$ cat config.mk
export PLATFORM = sky130hd
export DESIGN_NAME = fp_exp_aligner
export DESIGN_NICKNAME = d
export VERILOG_FILES = /design/src/rtl/fp_exp_aligner.sv
export SDC_FILE = /design/constraint.sdc
export NUM_CORES = 1
export LEC_CHECK = 0
export ABC_AREA = 1
export CORE_MARGIN = 2
export CORE_UTILIZATION = 29
export CTS_CLUSTER_DIAMETER = 40
export DETAILED_ROUTE_END_ITERATION = 16
export GPL_TIMING_DRIVEN = 1
export PLACE_DENSITY = 0.57
export SLEW_MARGIN = 20
export SYNTH_ARGS = -nofsm -noshare
export SYNTH_HDL_FRONTEND = slang
export SYNTH_SLANG_ARGS = --single-unit
export TNS_END_PERCENT = 20
$ cat constraint.sdc
create_clock -name clk -period 3.5 [get_ports clk]
set_clock_uncertainty 0.2 [all_clocks]
set_input_delay 0.7 -clock clk [delete_from_list [all_inputs] [get_ports clk]]
set_output_delay 0.7 -clock clk [all_outputs]
set_load 0.02 [all_outputs]
$ cat src/rtl/fp_exp_aligner.sv
// fp_exp_aligner: saturating exponent difference plus serial right-shift alignment of the smaller mantissa with guard/round/sticky.
module fp_exp_aligner #(
  parameter int MANT_W = 24,
  parameter int EXP_W = 8
) (
  input  logic              clk,
  input  logic              rst_n,
  input  logic              in_valid,
  output logic              in_ready,
  input  logic [EXP_W-1:0]  exp_a,
  input  logic [EXP_W-1:0]  exp_b,
  input  logic [MANT_W-1:0] mant_a,
  input  logic [MANT_W-1:0] mant_b,
  output logic              out_valid,
  input  logic              out_ready,
  output logic [EXP_W-1:0]  exp_out,
  output logic [EXP_W-1:0]  exp_diff,
  output logic              swapped,
  output logic [MANT_W-1:0] mant_big,
  output logic [MANT_W-1:0] mant_small,
  output logic              guard,
  output logic              round,
  output logic              sticky
);
  localparam int SR_W = MANT_W + 2;
  localparam int CNT_W = $clog2(SR_W + 1);
  localparam logic [EXP_W:0] SR_CAP = (EXP_W + 1)'(SR_W);
  typedef enum logic [1:0] {IDLE, SHIFT, DONE} state_t;
  state_t state, state_nx;
  logic [EXP_W:0] d, d_abs;
  logic [EXP_W-1:0] d_sat;
  logic [CNT_W-1:0] cnt, cnt_ld;
  logic [SR_W-1:0] sr;
  logic d_neg;
  always_comb begin
    d = {exp_a[EXP_W-1], exp_a} - {exp_b[EXP_W-1], exp_b};
    d_neg = d[EXP_W];
    d_abs = d_neg ? -d : d;
    d_sat = (d[EXP_W] == d[EXP_W-1]) ? d[EXP_W-1:0] : {d[EXP_W], {(EXP_W-1){~d[EXP_W]}}};
    cnt_ld = (d_abs >= SR_CAP) ? CNT_W'(SR_W) : CNT_W'(d_abs);
    state_nx = state == IDLE  ? (in_valid ? (cnt_ld == '0 ? DONE : SHIFT) : IDLE) :
               state == SHIFT ? (cnt == CNT_W'(1) ? DONE : SHIFT) :
                                (out_ready ? IDLE : DONE);
  end
  assign in_ready = state == IDLE;
  assign out_valid = state == DONE;
  assign mant_small = sr[SR_W-1:2];
  assign guard = sr[1];
  assign round = sr[0];
  always_ff @(posedge clk or negedge rst_n) begin
    if (!rst_n) begin
      state <= IDLE;
      cnt <= '0;
      sr <= '0;
      sticky <= 1'b0;
      exp_out <= '0;
      exp_diff <= '0;
      swapped <= 1'b0;
      mant_big <= '0;
    end else begin
      state <= state_nx;
      if (state == IDLE && in_valid) begin
        cnt <= cnt_ld;
        sr <= {d_neg ? mant_a : mant_b, 2'b00};
        sticky <= 1'b0;
        exp_out <= d_neg ? exp_b : exp_a;
        exp_diff <= d_sat;
        swapped <= d_neg;
        mant_big <= d_neg ? mant_b : mant_a;
      end else if (state == SHIFT) begin
        sr <= sr >> 1;
        sticky <= sticky | sr[0];
        cnt <= cnt - CNT_W'(1);
      end
    end
  end
endmodule

==> run metrics, run 1 <==
CP Capture Type=register; top post-synthesis cells by area=dfrtp_1 (42%), o21ai_0 (12%), nand2_1 (10%); Syn Area/Cell=7.38 µm²; Pleak=0.00295 µW; ys async rst share=1.00; Slew Viols, Final=0; clk slew on worst S/H paths=0.06 ns; H-Tree Depth=3; Period Utilization, post-route=0.920; # DRC=0; most frequent cells in the layout=clkdlybuf4s50_1 (136), nand2_1 (121), o21ai_0 (108); # port buffers=137; dpl hpwl=9800 µm; # Post-CTS Setup Buffers=0; vias in the first global route=4532; Final Hold Fails=0; hold buffers post-CTS=0; WS Path Type=input port to register; Peak supply drop=0.000285 V; Post-synth EDFFs=0; Ports=138; Clk Latency, worst-skew pair=0.35 ns; CP Data Required Time=3.54 ns; slowest CP cell=clkdlybuf4s50_1; Hold Path Depth=2; ys flop type=dfrtp_1; CTS root buffer=clkbuf_16; synthesized area=4520 µm²; most common cell after layout, fill and taps aside=clkdlybuf4s50_1; Total Routing Usage GR=0.171; Avg Vias per Cell=4.92; biggest area consumer among synthesized cells=dfrtp_1; # diodes=0; synthesis-stage register bit count=75; Die Span X=129 µm; Seq/Total Area, Yosys=0.416; setup TNS=0 ns; CTS tree=yes; # resized after CTS=0; Worst Max-Slew Pin Slew=0.977 ns; Top Family by Delay on Critical Path=buffers and inverters; Die Ht=129 µm; Critical Path AT=3.26 ns; Overall Power=5550 µW; CTS Buffer Depth=2; Buf+Inv Stages, Crit Path=6; r2r setup slk=1.50 ns; largest net degree at the start of global routing=95; PwrDens=863 nW/µm²; area delta synth->final=42.5%; Synth Net Count=692; Peak Freq=311 MHz; Routed Antenna Nets=0; Netlist cell types=30; Hold Crit Start=mant_big[11]; drt first-iter violations=246; wire per inst=14.8 µm; DRT Pass-1 Iters=4; Core ar.=15200 µm²; worst-path fanout max=3; Placed Cells=921; reg2reg path depth=6; Syn. warnings=0; final WL=13900 µm; relative slew slack=0.349; total CTS buffers=9; Hold Path End=mant_big[11]; top cell type's share of synthesized area=0.416; critical path, cell by cell=clkdlybuf4s50_1, inv_1, ha_1, inv_1, fa_1, inv_1, ha_1, inv_1, nor2_1, nand3_1, buf_4, nand3_1, nand2_1, nand2_1, nor2_1, a21oi_2, nand3_1, nand2_1, nand2_1; Reg2Reg Capture Point=exp_diff[4]; Hold Path Class=register to register; Crit path largest cell delay=0.49 ns; initial core utilization=0.297; initial antenna violation count=0; Sink Count=75; Setup violations, final=0; GR Overflow Total=0; GPL Wtd Cong=0.860; Rows=45; startpoint types=input port; post-layout min period=3.22 ns; post-synthesis cell count=612; RSZ-0062 raised after global routing=no; nets@finish=824; non-filler instance count after layout=937; share of layout cells above drive strength 1=0.0895; Die ar.=16600 µm²; run status=complete, no violations; vias=4614; first-pass GRT wire length=22600 µm; Critical R2R Launch=state[0]; max cap viols=0
synth_stat cells (all sizes together), types with 5 or more instances:
library cell	count
nand2	137
ha	11
nand4	5
o21ai	127
clkbuf	19
buf	14
dfrtp	75
a21oi	8
nand3	29
nor2	101
a2bb2oi	22
inv	55
worst register-to-register path: stages, from the launching register on:
cell     delay, ns
dfrtp_1       0.39
nor2_1        0.19
nand2_2       0.07
inv_1         0.07
buf_4         0.40
nand2_1       0.30
o21ai_0       0.28
where the power goes:
part           total [µW]  switching (µW)  internal [µW]
combinational        2950            1630           1320
sequential           1560             263           1300
clock                1050             400            646
total                5550            2290           3260
cell type report:
cell class	count	area, µm²
clock buffer	10	239
clock inverter	6	87.6
fill	1536	8770
inverter	56	210
multi-input combinational	448	2270
sequential	75	1880
tap	188	235
timing repair buffer	154	1520
how the worst max path moves through the flow:
| stage | endpoint | slack, ns | cells after the start | startpoint |
|---|---|---|---|---|
| 6_report | cnt[1] | 0.28 | 19 | exp_a[0] |
| 5_1_grt | cnt[1] | 0.08 | 19 | exp_a[0] |
| 4_1_cts | cnt[1] | 0.28 | 19 | exp_a[0] |
| 3_5_place_dp | cnt[1] | -0.08 | 19 | exp_a[0] |
| 3_3_place_gp | cnt[1] | -0.02 | 19 | exp_a[0] |
| 2_1_floorplan | state[0] | 0.59 | 19 | exp_a[0] |
per-layer routing:
layer,share of wire,track usage,up-vias
met5,0,0,-
met4,0.019,0.0518,0
li1,-,-,2265
met3,0.061,0.0412,20
met1,0.46,0.222,2177
met2,0.46,0.285,152
cells by family after synthesis:
group,share of synthesized area
simple gates,0.256
fa+ha+maj,0.0349
buf+inv,0.0834
flops,0.416
compound gates,0.205
xor+xnor,0.00582
state kept, by name (all words and copies together) (netlist names):
register	flops
sr	26
mant_big	24
exp_diff	8
exp_out	8
cnt	5
state	2
sticky	1
swapped	1
through the flow:
step	instance area, µm²	hold WS (ns)	worst slack, ns	util
global route	6440	0.304	0.0779	0.423
global placement	6110	0.265	-0.0215	0.402
detailed placement	6110	0.273	-0.0796	0.402
CTS	6440	0.288	0.284	0.423
finish	6440	0.281	0.280	0.423
floorplan	4520	0.204	0.589	-
No activity file was read; power rests on OpenSTA's default activity.
==> run 2, diff against run 1 <==
Settings changed: CAP_MARGIN set to 5.
==> results of run 2 <==
Same layout as run 1: the final DEF is identical, and so are final timing and power.
==> run 3, diff against run 2 <==
Settings changed: CORE_UTILIZATION 29 to 50, PLACE_DENSITY 0.57 to 0.88.
==> run metrics, run 3 (same netlist as run 1, synthesis figures left out) <==
run status=complete, no violations; share of layout cells above drive strength 1=0.0833 (-0.00612); wire per inst=15.8 µm (+6.5%); Final Hold Fails=0 (unchanged); Die Ht=99.0 µm (-23%); GR Overflow Total=0 (unchanged); Sink Count=75 (unchanged); worst-path fanout max=6 (+3); multi-input logic area=2270 µm² (+0.22%); # port buffers=137 (unchanged); # diodes=0 (unchanged); Storage cell area=1880 µm² (unchanged); Peak Freq=303 MHz (-2.5%); initial antenna violation count=0 (unchanged); Slew Viols, Final=0 (unchanged); vias in the first global route=4604 (+1.6%); dpl hpwl=9350 µm (-4.5%); Top reg by flops=sr; Placed Cells=836 (-9.2%); CP Data Required Time=3.54 ns (about the same); PwrDens=853 nW/µm² (-1.1%); design area=6180 µm² (-4.0%); Total Routing Usage GR=0.275 (+0.104); nets@finish=819 (-0.61%); Cell Area, Placed=5950 µm² (-2.7%); Peak supply drop=0.000385 V (+35%); Die ar.=9810 µm² (-41%); Hold Path Class=input port to asynchronous set/reset pin; CTS tree=yes; r2r setup slk=1.41 ns (-0.09 ns); Pleak=0.00287 µW (-2.8%); max reg flops=26 (unchanged); CTS Buffer Depth=2 (unchanged); Fill cells=656 (-57%); RSZ-0062 raised after global routing=no; WS Path Type=input port to register; Critical Path AT=3.34 ns (+0.08 ns); vias=4776 (+3.5%); most common cell after layout, fill and taps aside=clkdlybuf4s50_1; CP Capture Type=register; drt first-iter violations=259 (+5.3%); Die Span X=99.0 µm (-23%); initial core utilization=0.518 (+0.221); H-Tree Depth=3 (unchanged); relative slew slack=0.353 (+0.00393); most frequent cells in the layout=clkdlybuf4s50_1 (136), nand2_1 (121), o21ai_0 (108); post-layout min period=3.30 ns (+0.0818 ns); Ports=138 (unchanged); GPL Wtd Cong=0.876 (+1.9%); final setup margin=0.198 ns (-0.0818 ns); Routed Antenna Nets=0 (unchanged); clk slew on worst S/H paths=0.09 ns (+0.03 ns); Worst Max-Slew Pin Slew=0.971 ns (-0.00589 ns); # DRC=0 (unchanged); Place WS=-0.154 ns (-0.0742 ns); Clk Latency, worst-skew pair=0.35 ns (about the same); Rows=34 (-24%); non-filler instance count after layout=852 (-9.1%); max cap viols=0 (unchanged); largest net degree at the start of global routing=95 (unchanged); total CTS buffers=9 (unchanged); hold slack=0.290 ns (+0.00887 ns); DRT Pass-1 Iters=5 (+1); final WL=13400 µm (-3.2%); Setup violations, final=0 (unchanged); startpoint types=input port; top flop regs=sr: 26 flops, mant_big: 24 flops; CTS root buffer=clkbuf_8; area delta synth->final=36.8%; Avg Vias per Cell=5.61 (+14%); Period Utilization, post-route=0.943 (+0.0234); first-pass GRT wire length=21800 µm (-3.4%); Final Core Density=0.708 (+0.285); Core ar.=8720 µm² (-43%)
-- run 3: worst paths after layout --
check | startpoint | to | cells after the start
min in group clk | mant_big[10] | mant_big[10] | 2
worst min register to register | mant_big[10] | mant_big[10] | 2
max in group asynchronous | rst_n | mant_big[10] | 1
worst max-delay path | exp_a[0] | cnt[1] | 20
worst max register to register | state[1] | sr[12] | 7
worst min-delay path | rst_n | mant_big[15] | 1
-- run 3: area by class of cell --
class / instances / area share
repair buffers: 149 / 0.236
flip-flops and latches: 75 / 0.304
clock inverters: 5 / 0.0138
inverters: 56 / 0.0340
multi-input cells: 448 / 0.368
well taps: 108 / 0.0219
clock buffers: 11 / 0.0229
-- run 3: power by group --
group	switching, µW	internal [µW]
sequential	271	1300
clock	345	425
combinational	1630	1300
-- run 3: critical path, cell delays in order --
cell and delay (ns):
clkdlybuf4s50_1 0.49, inv_1 0.05, ha_1 0.19, inv_1 0.10, fa_1 0.46, inv_1 0.11, ha_1 0.15, inv_1 0.05
nor2_1 0.15, nand3_2 0.12, nor2_1 0.10, nand2_1 0.07, nand2_1 0.06, nand2_1 0.05, nand2_1 0.06, nand2_2 0.06
nor2_4 0.15, nand3_1 0.10, nand2_1 0.07, nand2_1 0.06
-- run 3: per-layer routing --
metal	track usage	part of all wire	vias to the layer above
li1	-	-	2262
met1	0.348	0.40	2267
met2	0.469	0.49	214
met3	0.0426	0.073	33
met4	0.116	0.029	0
met5	0	0	-
-- run 3: timing repair --
action,in CTS,in global routing
hold buffers,0,0
setup endpoints to repair,0,2
resized for setup,0,1
setup buffers,0,0
hold endpoints to repair,0,0
-- run 3: per-stage QoR --
stage / power [µW] / setup TNS (ns)
2_1_floorplan: 3240 / 0
3_3_place_gp: 4390 / -0.135
3_5_place_dp: 4490 / -0.920
4_1_cts: 5270 / 0
5_1_grt: 5600 / 0
6_report: 5270 / 0
